$ cat src/rtl/axi4_ram_tester_if.sv
// AXI4 bus bundle between the RAM tester (master) and the SRAM slave.
// Latency: none, wires only.
// Backpressure: carried by the VALID/READY pairs of each channel.
// Ports: AW, W, B, AR and R channel signals; modports master and slave.
interface axi4_ram_tester_if #(
    parameter int AXI4_AWIDTH  = 32,
    parameter int AXI4_IDWIDTH = 4
);
    logic [AXI4_IDWIDTH-1:0] AWID;
    logic [AXI4_AWIDTH-1:0]  AWADDR;
    logic [7:0]              AWLEN;
    logic [2:0]              AWSIZE;
    logic [1:0]              AWBURST;
    logic [3:0]              AWCACHE;
    logic [2:0]              AWPROT;
    logic [1:0]              AWLOCK;
    logic                    AWVALID;
    logic                    AWREADY;

    logic [63:0]             WDATA;
    logic [7:0]              WSTRB;
    logic                    WLAST;
    logic                    WVALID;
    logic                    WREADY;

    logic [AXI4_IDWIDTH-1:0] BID;
    logic [1:0]              BRESP;
    logic                    BVALID;
    logic                    BREADY;

    logic [AXI4_IDWIDTH-1:0] ARID;
    logic [AXI4_AWIDTH-1:0]  ARADDR;
    logic [7:0]              ARLEN;
    logic [2:0]              ARSIZE;
    logic [1:0]              ARBURST;
    logic [3:0]              ARCACHE;
    logic [2:0]              ARPROT;
    logic [1:0]              ARLOCK;
    logic                    ARVALID;
    logic                    ARREADY;

    logic [AXI4_IDWIDTH-1:0] RID;
    logic [63:0]             RDATA;
    logic [1:0]              RRESP;
    logic                    RLAST;
    logic                    RVALID;
    logic                    RREADY;

    modport master (
        output AWID, AWADDR, AWLEN, AWSIZE, AWBURST, AWCACHE, AWPROT, AWLOCK, AWVALID,
        input  AWREADY,
        output WDATA, WSTRB, WLAST, WVALID,
        input  WREADY,
        input  BID, BRESP, BVALID,
        output BREADY,
        output ARID, ARADDR, ARLEN, ARSIZE, ARBURST, ARCACHE, ARPROT, ARLOCK, ARVALID,
        input  ARREADY,
        input  RID, RDATA, RRESP, RLAST, RVALID,
        output RREADY
    );

    modport slave (
        input  AWID, AWADDR, AWLEN, AWSIZE, AWBURST, AWCACHE, AWPROT, AWLOCK, AWVALID,
        output AWREADY,
        input  WDATA, WSTRB, WLAST, WVALID,
        output WREADY,
        output BID, BRESP, BVALID,
        input  BREADY,
        input  ARID, ARADDR, ARLEN, ARSIZE, ARBURST, ARCACHE, ARPROT, ARLOCK, ARVALID,
        output ARREADY,
        output RID, RDATA, RRESP, RLAST, RVALID,
        input  RREADY
    );
endinterface

$ cat src/rtl/axi4_ram_tester.sv
// AXI4 RAM tester: writes {~g,g} over the window in INCR bursts, reads it back, counts errors.
// Latency: AWVALID the cycle after START; one transaction outstanding; zero-wait burst = 1+BURST_LEN+1 cycles.
// Backpressure: every VALID and its payload are held until READY; B/R are always accepted in their phase.
// Ports: ACLK, ARESETN (sync, active-low), START in; BUSY, DONE, PASS, ERR_CNT out; axi = AXI4 master.
// Build option: define AXI4_RAM_TESTER_RDCHK_EN to compile in the read-back/compare phase (AR, R).
module axi4_ram_tester #(
    parameter int                     AXI4_AWIDTH  = 32,
    parameter int                     AXI4_IDWIDTH = 4,
    parameter logic [AXI4_AWIDTH-1:0] BASE_ADDR    = '0,
    parameter int                     BURST_LEN    = 16,
    parameter int                     NUM_BURSTS   = 32
) (
    input  logic              ACLK,
    input  logic              ARESETN,
    input  logic              START,
    output logic              BUSY,
    output logic              DONE,
    output logic              PASS,
    output logic [15:0]       ERR_CNT,
    axi4_ram_tester_if.master axi
);
    localparam logic [7:0]             LAST_BEAT   = 8'(BURST_LEN - 1);
    localparam logic [15:0]            LAST_BURST  = 16'(NUM_BURSTS - 1);
    localparam logic [AXI4_AWIDTH-1:0] BURST_BYTES = AXI4_AWIDTH'(BURST_LEN * 8);

    typedef enum logic [2:0] {
        S_IDLE,
        S_AW,
        S_W,
        S_B,
`ifdef AXI4_RAM_TESTER_RDCHK_EN
        S_AR,
        S_R,
`endif
        S_DONE
    } state_t;

    state_t                 state_q, state_d;
    logic [AXI4_AWIDTH-1:0] addr_q, addr_d;
    logic [15:0]            burst_q, burst_d;
    logic [7:0]             beat_q, beat_d;
    logic [31:0]            g_q, g_d;
    logic [15:0]            err_q, err_d;
    logic                   err_inc;

    function automatic logic [63:0] pattern(input logic [31:0] idx);
        return {~idx, idx};
    endfunction

    always_ff @(posedge ACLK) begin
        if (!ARESETN) begin
            state_q <= S_IDLE;
            addr_q  <= '0;
            burst_q <= '0;
            beat_q  <= '0;
            g_q     <= '0;
            err_q   <= '0;
        end else begin
            state_q <= state_d;
            addr_q  <= addr_d;
            burst_q <= burst_d;
            beat_q  <= beat_d;
            g_q     <= g_d;
            err_q   <= err_d;
        end
    end

    always_comb begin
        state_d = state_q;
        addr_d  = addr_q;
        burst_d = burst_q;
        beat_d  = beat_q;
        g_d     = g_q;
        err_d   = err_q;
        err_inc = 1'b0;
        case (state_q)
            S_IDLE, S_DONE: begin
                if (START) begin
                    state_d = S_AW;
                    addr_d  = BASE_ADDR;
                    burst_d = '0;
                    beat_d  = '0;
                    g_d     = '0;
                    err_d   = '0;
                end
            end
            S_AW: if (axi.AWREADY) state_d = S_W;
            S_W: begin
                if (axi.WREADY) begin
                    g_d = g_q + 32'd1;
                    if (beat_q == LAST_BEAT) begin
                        beat_d  = '0;
                        state_d = S_B;
                    end else begin
                        beat_d = beat_q + 8'd1;
                    end
                end
            end
            S_B: begin
                if (axi.BVALID) begin
                    err_inc = (axi.BRESP != 2'b00) || (axi.BID != '0);
                    if (burst_q == LAST_BURST) begin
                        // Write phase over: the read phase restarts at burst 0, beat index 0.
                        burst_d = '0;
                        g_d     = '0;
                        addr_d  = BASE_ADDR;
`ifdef AXI4_RAM_TESTER_RDCHK_EN
                        state_d = S_AR;
`else
                        state_d = S_DONE;
`endif
                    end else begin
                        burst_d = burst_q + 16'd1;
                        addr_d  = addr_q + BURST_BYTES;
                        state_d = S_AW;
                    end
                end
            end
`ifdef AXI4_RAM_TESTER_RDCHK_EN
            S_AR: if (axi.ARREADY) state_d = S_R;
            S_R: begin
                if (axi.RVALID) begin
                    // Any combination of faults on one beat counts once; the burst length
                    // is ours, so a misplaced RLAST never shortens or stretches it.
                    err_inc = (axi.RDATA != pattern(g_q)) || (axi.RRESP != 2'b00) ||
                              (axi.RID != '0) || (axi.RLAST != (beat_q == LAST_BEAT));
                    g_d = g_q + 32'd1;
                    if (beat_q == LAST_BEAT) begin
                        beat_d = '0;
                        if (burst_q == LAST_BURST) begin
                            state_d = S_DONE;
                        end else begin
                            burst_d = burst_q + 16'd1;
                            addr_d  = addr_q + BURST_BYTES;
                            state_d = S_AR;
                        end
                    end else begin
                        beat_d = beat_q + 8'd1;
                    end
                end
            end
`endif
            default: state_d = S_IDLE;
        endcase
        if (err_inc && (err_q != 16'hFFFF)) begin
            err_d = err_q + 16'd1;
        end
    end

    // Payloads are zero outside their phase and only move on a handshake, so they are stable while VALID.
    assign axi.AWVALID = (state_q == S_AW);
    assign axi.AWADDR  = axi.AWVALID ? addr_q : '0;
    assign axi.AWID    = '0;
    assign axi.AWLEN   = LAST_BEAT;
    assign axi.AWSIZE  = 3'b011;
    assign axi.AWBURST = 2'b01;
    assign axi.AWCACHE = 4'b0011;
    assign axi.AWPROT  = 3'b000;
    assign axi.AWLOCK  = 2'b00;

    assign axi.WVALID  = (state_q == S_W);
    assign axi.WDATA   = axi.WVALID ? pattern(g_q) : '0;
    assign axi.WSTRB   = 8'hFF;
    assign axi.WLAST   = axi.WVALID && (beat_q == LAST_BEAT);
    assign axi.BREADY  = (state_q == S_B);

`ifdef AXI4_RAM_TESTER_RDCHK_EN
    assign axi.ARVALID = (state_q == S_AR);
    assign axi.ARADDR  = axi.ARVALID ? addr_q : '0;
    assign axi.ARID    = '0;
    assign axi.ARLEN   = LAST_BEAT;
    assign axi.ARSIZE  = 3'b011;
    assign axi.ARBURST = 2'b01;
    assign axi.ARCACHE = 4'b0011;
    assign axi.ARPROT  = 3'b000;
    assign axi.ARLOCK  = 2'b00;
    assign axi.RREADY  = (state_q == S_R);
`else
    assign axi.ARVALID = 1'b0;
    assign axi.ARADDR  = '0;
    assign axi.ARID    = '0;
    assign axi.ARLEN   = '0;
    assign axi.ARSIZE  = '0;
    assign axi.ARBURST = '0;
    assign axi.ARCACHE = '0;
    assign axi.ARPROT  = '0;
    assign axi.ARLOCK  = '0;
    assign axi.RREADY  = 1'b0;
    logic rd_unused;
    assign rd_unused = ^{axi.ARREADY, axi.RID, axi.RDATA, axi.RRESP, axi.RLAST, axi.RVALID};
`endif

    assign BUSY    = (state_q != S_IDLE) && (state_q != S_DONE);
    assign DONE    = (state_q == S_DONE);
    assign PASS    = DONE && (err_q == 16'd0);
    assign ERR_CNT = err_q;
endmodule

$ cat src/flat_wrapper.sv
// flat-port wrapper written by rule: the top's interface ports become plain ports
module axi4_ram_tester_flat 
#(
    parameter int                     AXI4_AWIDTH  = 32,
    parameter int                     AXI4_IDWIDTH = 4,
    parameter logic [AXI4_AWIDTH-1:0] BASE_ADDR    = '0,
    parameter int                     BURST_LEN    = 16,
    parameter int                     NUM_BURSTS   = 32
)
  (ACLK, ARESETN, START, BUSY, DONE, PASS, ERR_CNT, axi_AWID, axi_AWADDR, axi_AWLEN, axi_AWSIZE, axi_AWBURST, axi_AWCACHE, axi_AWPROT, axi_AWLOCK, axi_AWVALID, axi_AWREADY, axi_WDATA, axi_WSTRB, axi_WLAST, axi_WVALID, axi_WREADY, axi_BID, axi_BRESP, axi_BVALID, axi_BREADY, axi_ARID, axi_ARADDR, axi_ARLEN, axi_ARSIZE, axi_ARBURST, axi_ARCACHE, axi_ARPROT, axi_ARLOCK, axi_ARVALID, axi_ARREADY, axi_RID, axi_RDATA, axi_RRESP, axi_RLAST, axi_RVALID, axi_RREADY);
  axi4_ram_tester_if #(.AXI4_AWIDTH(AXI4_AWIDTH), .AXI4_IDWIDTH(AXI4_IDWIDTH)) axi_i ();
  input  logic ACLK;
  input  logic ARESETN;
  input  logic START;
  output logic BUSY;
  output logic DONE;
  output logic PASS;
  output logic [15:0] ERR_CNT;
  output wire logic [$bits(axi_i.AWID)-1:0] axi_AWID;
  output wire logic [$bits(axi_i.AWADDR)-1:0] axi_AWADDR;
  output wire logic [$bits(axi_i.AWLEN)-1:0] axi_AWLEN;
  output wire logic [$bits(axi_i.AWSIZE)-1:0] axi_AWSIZE;
  output wire logic [$bits(axi_i.AWBURST)-1:0] axi_AWBURST;
  output wire logic [$bits(axi_i.AWCACHE)-1:0] axi_AWCACHE;
  output wire logic [$bits(axi_i.AWPROT)-1:0] axi_AWPROT;
  output wire logic [$bits(axi_i.AWLOCK)-1:0] axi_AWLOCK;
  output wire logic [$bits(axi_i.AWVALID)-1:0] axi_AWVALID;
  input wire logic [$bits(axi_i.AWREADY)-1:0] axi_AWREADY;
  output wire logic [$bits(axi_i.WDATA)-1:0] axi_WDATA;
  output wire logic [$bits(axi_i.WSTRB)-1:0] axi_WSTRB;
  output wire logic [$bits(axi_i.WLAST)-1:0] axi_WLAST;
  output wire logic [$bits(axi_i.WVALID)-1:0] axi_WVALID;
  input wire logic [$bits(axi_i.WREADY)-1:0] axi_WREADY;
  input wire logic [$bits(axi_i.BID)-1:0] axi_BID;
  input wire logic [$bits(axi_i.BRESP)-1:0] axi_BRESP;
  input wire logic [$bits(axi_i.BVALID)-1:0] axi_BVALID;
  output wire logic [$bits(axi_i.BREADY)-1:0] axi_BREADY;
  output wire logic [$bits(axi_i.ARID)-1:0] axi_ARID;
  output wire logic [$bits(axi_i.ARADDR)-1:0] axi_ARADDR;
  output wire logic [$bits(axi_i.ARLEN)-1:0] axi_ARLEN;
  output wire logic [$bits(axi_i.ARSIZE)-1:0] axi_ARSIZE;
  output wire logic [$bits(axi_i.ARBURST)-1:0] axi_ARBURST;
  output wire logic [$bits(axi_i.ARCACHE)-1:0] axi_ARCACHE;
  output wire logic [$bits(axi_i.ARPROT)-1:0] axi_ARPROT;
  output wire logic [$bits(axi_i.ARLOCK)-1:0] axi_ARLOCK;
  output wire logic [$bits(axi_i.ARVALID)-1:0] axi_ARVALID;
  input wire logic [$bits(axi_i.ARREADY)-1:0] axi_ARREADY;
  input wire logic [$bits(axi_i.RID)-1:0] axi_RID;
  input wire logic [$bits(axi_i.RDATA)-1:0] axi_RDATA;
  input wire logic [$bits(axi_i.RRESP)-1:0] axi_RRESP;
  input wire logic [$bits(axi_i.RLAST)-1:0] axi_RLAST;
  input wire logic [$bits(axi_i.RVALID)-1:0] axi_RVALID;
  output wire logic [$bits(axi_i.RREADY)-1:0] axi_RREADY;
  assign axi_AWID = axi_i.AWID;
  assign axi_AWADDR = axi_i.AWADDR;
  assign axi_AWLEN = axi_i.AWLEN;
  assign axi_AWSIZE = axi_i.AWSIZE;
  assign axi_AWBURST = axi_i.AWBURST;
  assign axi_AWCACHE = axi_i.AWCACHE;
  assign axi_AWPROT = axi_i.AWPROT;
  assign axi_AWLOCK = axi_i.AWLOCK;
  assign axi_AWVALID = axi_i.AWVALID;
  assign axi_i.AWREADY = axi_AWREADY;
  assign axi_WDATA = axi_i.WDATA;
  assign axi_WSTRB = axi_i.WSTRB;
  assign axi_WLAST = axi_i.WLAST;
  assign axi_WVALID = axi_i.WVALID;
  assign axi_i.WREADY = axi_WREADY;
  assign axi_i.BID = axi_BID;
  assign axi_i.BRESP = axi_BRESP;
  assign axi_i.BVALID = axi_BVALID;
  assign axi_BREADY = axi_i.BREADY;
  assign axi_ARID = axi_i.ARID;
  assign axi_ARADDR = axi_i.ARADDR;
  assign axi_ARLEN = axi_i.ARLEN;
  assign axi_ARSIZE = axi_i.ARSIZE;
  assign axi_ARBURST = axi_i.ARBURST;
  assign axi_ARCACHE = axi_i.ARCACHE;
  assign axi_ARPROT = axi_i.ARPROT;
  assign axi_ARLOCK = axi_i.ARLOCK;
  assign axi_ARVALID = axi_i.ARVALID;
  assign axi_i.ARREADY = axi_ARREADY;
  assign axi_i.RID = axi_RID;
  assign axi_i.RDATA = axi_RDATA;
  assign axi_i.RRESP = axi_RRESP;
  assign axi_i.RLAST = axi_RLAST;
  assign axi_i.RVALID = axi_RVALID;
  assign axi_RREADY = axi_i.RREADY;
  axi4_ram_tester #(.AXI4_AWIDTH(AXI4_AWIDTH), .AXI4_IDWIDTH(AXI4_IDWIDTH), .BASE_ADDR(BASE_ADDR), .BURST_LEN(BURST_LEN), .NUM_BURSTS(NUM_BURSTS)) u_core (.ACLK(ACLK), .ARESETN(ARESETN), .START(START), .BUSY(BUSY), .DONE(DONE), .PASS(PASS), .ERR_CNT(ERR_CNT), .axi(axi_i));
endmodule
$ cat config.mk
export PLATFORM = sky130hd
export DESIGN_NAME = axi4_ram_tester_flat
export DESIGN_NICKNAME = d
export VERILOG_FILES = /design/src/rtl/axi4_ram_tester_if.sv /design/src/rtl/axi4_ram_tester.sv /design/src/flat_wrapper.sv
export SDC_FILE = /design/constraint.sdc
export NUM_CORES = 1
export LEC_CHECK = 0
export BUFFER_PORTS_ARGS = -buffer_cell sky130_fd_sc_hd__buf_2
export CAP_MARGIN = 0
export CELL_PAD_IN_SITES_DETAIL_PLACEMENT = 1
export CELL_PAD_IN_SITES_GLOBAL_PLACEMENT = 1
export CORE_ASPECT_RATIO = 0.8
export CORE_MARGIN = 8
export CORE_UTILIZATION = 33
export DETAILED_ROUTE_END_ITERATION = 8
export PLACE_DENSITY_LB_ADDON = 0.1
export SLEW_MARGIN = 40
export SYNTH_ARGS = -nofsm -noshare
export SYNTH_HDL_FRONTEND = slang
export SYNTH_SLANG_ARGS = --single-unit
$ cat constraint.sdc
create_clock -name ACLK -period 2.8 [get_ports ACLK]
set_clock_uncertainty 0.2 [all_clocks]
set_input_delay 0.42 -clock ACLK [delete_from_list [all_inputs] [get_ports ACLK]]
set_output_delay 0.42 -clock ACLK [all_outputs]
set_load 0.1 [all_outputs]
# Yosys cells after proc, flatten, opt, wreduce, memory -nomap -nowiden
# Cells that the tools add are included.
[totals]
reg_bits = 107
output_inout_bits = 213
wordCells = 76
[op_classes]
add_sub_neg = 5
eq_ne = 14
mux = 29
bitwise_logic = 1
reduce_logical = 21
[ops]
columns = ["op", "count"]
rows = [
  ["32-bit 2-to-1 mux", 7],
  ["32-bit case mux with 3 select lines", 1],
  ["16-bit 2-to-1 mux", 5],
  ["64-bit 2-to-1 mux", 1],
  ["32-bit case mux with 2 select lines", 1],
  ["16-bit by 1-bit adder with 16-bit output (second input constant)", 2],
  ["32-bit by 1-bit adder with 32-bit output (second input constant)", 1],
  ["32-bit by 8-bit adder with 32-bit output (second input constant)", 1],
  ["32-bit NOT", 1],
  ["16-bit case mux with 2 select lines", 1],
  ["8-bit 2-to-1 mux", 3],
  ["3-bit 2-to-1 mux", 6],
  ["16-bit by 5-bit equality test with 1-bit output (second input constant)", 1],
  ["16-bit logical NOT", 1],
  ["16-bit != test (second input constant)", 1],
  ["8-bit case mux with 2 select lines", 1],
  ["3-bit case mux with 4 select lines", 1],
  ["2-bit != test (second input constant)", 5],
  ["5-bit AND reduction", 2],
  ["2-bit nonzero test", 5],
  ["8-bit by 1-bit adder with 8-bit output (second input constant)", 1],
  ["8-bit by 4-bit equality test with 1-bit output (second input constant)", 1],
  ["3-bit by 2-bit equality test with 1-bit output (second input constant)", 2],
  ["3-bit AND reduction", 2],
  ["other kinds (12)", 17],
]

# Longest topological paths before layout
[depth]
word_depth = 7
mapped_depth = 8
mapped_depth_nobuf = 7

# Worst setup path before layout
# Ideal clock, no wire load.
[synth_path]
kind = "flip-flop to output port"
startpoint = "reg u_core.state_q[0]"
endpoint = "out PASS"
arrival_ns = 3.886
t_required_ns = 2.180
path_slack_ns = -1.706
path_stages_with_launch = 6
path_cell_list = "dfxtp_1 > buf_2 > or2_2 > nor2_1 > nand4_1 > nor2_1"
[synth_between]
elab_chain_len = 2
[synth_rtl]
columns = ["element", "line_no", "source"]
rows = [
  ["from (decl)", "axi4_ram_tester.sv:38", "state_t state_q, state_d;"],
  ["from (signal assigned)", "axi4_ram_tester.sv:59", "state_q <= state_d;"],
  ["3-bit equality test", "axi4_ram_tester.sv:194", "assign DONE = (state_q == S_DONE);"],
  ["named net DONE", "flat_wrapper.sv:16", "output logic DONE;"],
  ["1-bit logical AND", "axi4_ram_tester.sv:195", "assign PASS = DONE && (err_q == 16'd0);"],
  ["to (decl)", "flat_wrapper.sv:17", "output logic PASS;"],
]
# The timed path passes the listed nets, and every way through them passes these cells.

# Final worst setup path
[layout_path]
startpoint = "reg u_core.state_q[2]"
endpoint = "out axi_WDATA[32]"
[layout_between]
elab_chain_len = 2
[layout_rtl]
columns = ["element", "line_no", "source"]
rows = [
  ["3-bit by 2-bit equality test with 1-bit output", "axi4_ram_tester.sv:161", "assign axi.WVALID = (state_q == S_W);"],
  ["64-bit 2-to-1 mux", "axi4_ram_tester.sv:162", "assign axi.WDATA = axi.WVALID ? pattern(g_q) : '0;"],
  ["to (decl)", "flat_wrapper.sv:29", "output wire logic [$bits(axi_i.WDATA)-1:0] axi_WDATA;"],
]
# Every way passes these cells.

==> flow_metrics.tcl <==
set metrics [dict create \
    finalNetCount 1050 \
    cts-buffers-inserted 9 \
    n_antenna_cell 0 \
    synthXorXnorAreaFrac_pct 6.13 \
    min_from "START" \
    final_util_pct 45.9 \
    cts_root_buffer "clkbuf_16" \
    path_buf_inv 4 \
    path_max_fanout 16 \
    yosys.area_share.adder_pct 1.19 \
    synth_cells 832 \
    drive_gt1_share_pct 25.1 \
    min_delay_path_depth 4 \
    seq_area_frac_synth_pct 31.8 \
    syn_area_per_cell_um2 7.56 \
    finalSetupViolCount 0 \
    layout_min_cycle_time_ns 2.70 \
    r2r_cells 6 \
    grt_setup_unrepaired "no" \
    grt_util_all_layers_pct 17.0 \
    start_kind "register" \
    final_common_cell "conb_1" \
    clk_latency_ns 0.36 \
    die-width_um 170 \
    maxCapViolCount 0 \
    synth-seq-cells 100 \
    syn-cell-area_mm2 0.00629 \
    synth-async-reset-ratio_pct 0 \
    grt_max_degree 38 \
    grt_pass1_vias 6214 \
    dpl.hpwl_um 15200 \
    p_leak_nw 3.46 \
    gp_routability_congestion 0.764 \
    row_count 45 \
    post-route-period-util_pct 96.5 \
    synth_compound_area_share_pct 14.1 \
    cts_buffer_depth 2 \
    fin_worst_hold_slack_ns 0.205 \
    instances_no_fill 1222 \
    portBuffers 123 \
    synth_top_area_share_pct 31.8 \
    worstMarginPinSlew_ns 0.701 \
    dieArea_mm2 0.0238 \
    slowest_stage "dfxtp_1" \
    path_depth 6 \
    clock-sinks 100 \
    place_ws_ns 0.308 \
    setup_tns_ns 0 \
    final_area_mm2 0.00862 \
    synth_mux_area_share_pct 0 \
    ys_top_cells_by_area "dfxtp_1 32%, buf_4 12%, nor2_1 7.0%, and2_1 5.6%, xor2_1 4.3%" \
    io-pin-count 298 \
    crit_required_ns 2.18 \
    synth_ff_type "dfxtp_1" \
    cp.arrival_ns 2.08 \
    relSlewSlack_pct 52.9 \
    max_freq_mhz 370 \
    path_clk_slew_ns 0.07 \
    grt_overflow_total 0 \
    path_class "reg -> out" \
    slowest_delay_ns 0.36 \
    final_antenna_net_count 0 \
    place_area_mm2 0.00824 \
    peakVddDrop_v 0.000222 \
    r2r-start "u_core.burst_q[0]$_SDFFE_PN0P_" \
    p_per_area_mw_per_mm2 497 \
    start_util_pct 33.4 \
    drtIter0Drc 255 \
    cts_tree "yes" \
    setup_slack_ns 0.0983 \
    final_cell_mix "101 x conb_1, 98 x dfxtp_1, 79 x buf_12" \
    status "finished clean" \
    cp-startpoint "u_core.state_q[2]$_SDFFE_PN0P_" \
    grt_pass1_wl_um 33400 \
    synth_top_family_by_area "simple AND/OR/NAND/NOR gates" \
    drc_errors 0 \
    fillers 2284 \
    synth.largest_area_cell "dfxtp_1" \
    p_total_mw 4.29 \
    ys_warn_count 0 \
    cp-end-kind "primary output" \
    synth_edf_count 0 \
    hold_viol 0 \
    wirelength_um 20200 \
    vias 5971 \
    routedWlPerCell_um 16.6 \
    min_path_type "in -> reg" \
    antenna_found_initial 0 \
    cp_cell_sequence "inv_1 > nand3b_1 > buf_4 > buf_4 > nor2_1 > buf_12" \
    avgViaCountPerCell 4.89 \
    cp_common_cell "buf_4" \
    area_growth_pct 37.2 \
    yosys.area_share.simple_pct 31.0 \
    dp_cells 1206 \
    core_mm2 0.0188 \
    cts_setup_buffers 0 \
    crit_family "buffers and inverters" \
    die_y_um 139 \
    first_pass_iters 4 \
    synth_cell_type_count 56 \
    finalMaxSlewViolations 0 \
    ff2ff_setup_slack_ns 0.37 \
    cts-htree-levels 3 \
]
==> cell usage after synthesis, types with 10 or more instances <==
master	instances
a21oi_1	44
a31oi_1	18
and2_1	56
and3_1	16
buf_4	102
clkbuf_1	22
dfxtp_1	100
inv_1	15
nand2_1	59
nand3_1	44
nand4_1	27
nor2_1	117
nor3_1	10
nor4_1	15
o21ai_0	42
xnor2_1	13
xor2_1	31
==> power by group <==
part	leakage, nW	switching [mW]	total (mW)	internal (mW)
clock	0.173	0.573	1.50	0.922
sequential	0.807	0.0160	1.45	1.43
combinational	2.48	1.14	1.35	0.203
total	3.46	1.73	4.29	2.56
==> metal layers <==
layer / up-vias / global-route usage [%] / routed length, µm
met4: 0 / 4.06 / 197
met1: 2875 / 22.5 / 9560
met2: 140 / 27.9 / 9510
li1: 2943 / - / -
met3: 13 / 3.48 / 976
met5: - / 0 / 0
==> state kept, by name, indices dropped and copies added, names as in the netlist <==
register,count
u_core.ERR_CNT,16
u_core.addr_q,25
u_core.beat_q,8
u_core.burst_q,16
u_core.g_q,32
u_core.state_q,3
==> cells by family after synthesis <==
group,after synthesis
other,2
adders and majority gates,6
buffers and inverters,154
xor gates and xnor gates,44
DFF,100
and+or+nand+nor,381
AOI/OAI and AO/OA,145
==> cell type report <==
type,count,area [µm²],share of cell area [%]
Sequential cell,100,2000,23.2
Clock buffer,12,256,2.97
Multi-Input combinational cell,677,3810,44.2
Tap cell,258,323,3.74
Inverter,15,56.3,0.653
Timing Repair Buffer,156,2070,24.1
Clock inverter,4,95.1,1.10
==> tightest hold or removal path, delay by kind of cell <==
family | cells | cell delay, ns
AOI/OAI and AO/OA | 1 | 0.11
and+or+nand+nor | 2 | 0.09
buffers and inverters | 1 | 0.10
==> timing repair <==
action	in CTS	in global routing
hold endpoints to repair	0	0
hold buffers	0	0
endpoints found under the setup margin	13	0
gates resized for setup	13	0
==> path summary, 6_finish.rpt <==
check | end
setup / recovery | axi_WDATA[32]
hold / removal | u_core.state_q[2]$_SDFFE_PN0P_
setup reg to reg | u_core.addr_q[24]$_SDFFE_PN0P_
hold reg to reg | u_core.g_q[31]$_SDFFE_PN0P_
(Power assumes the default switching activity.)
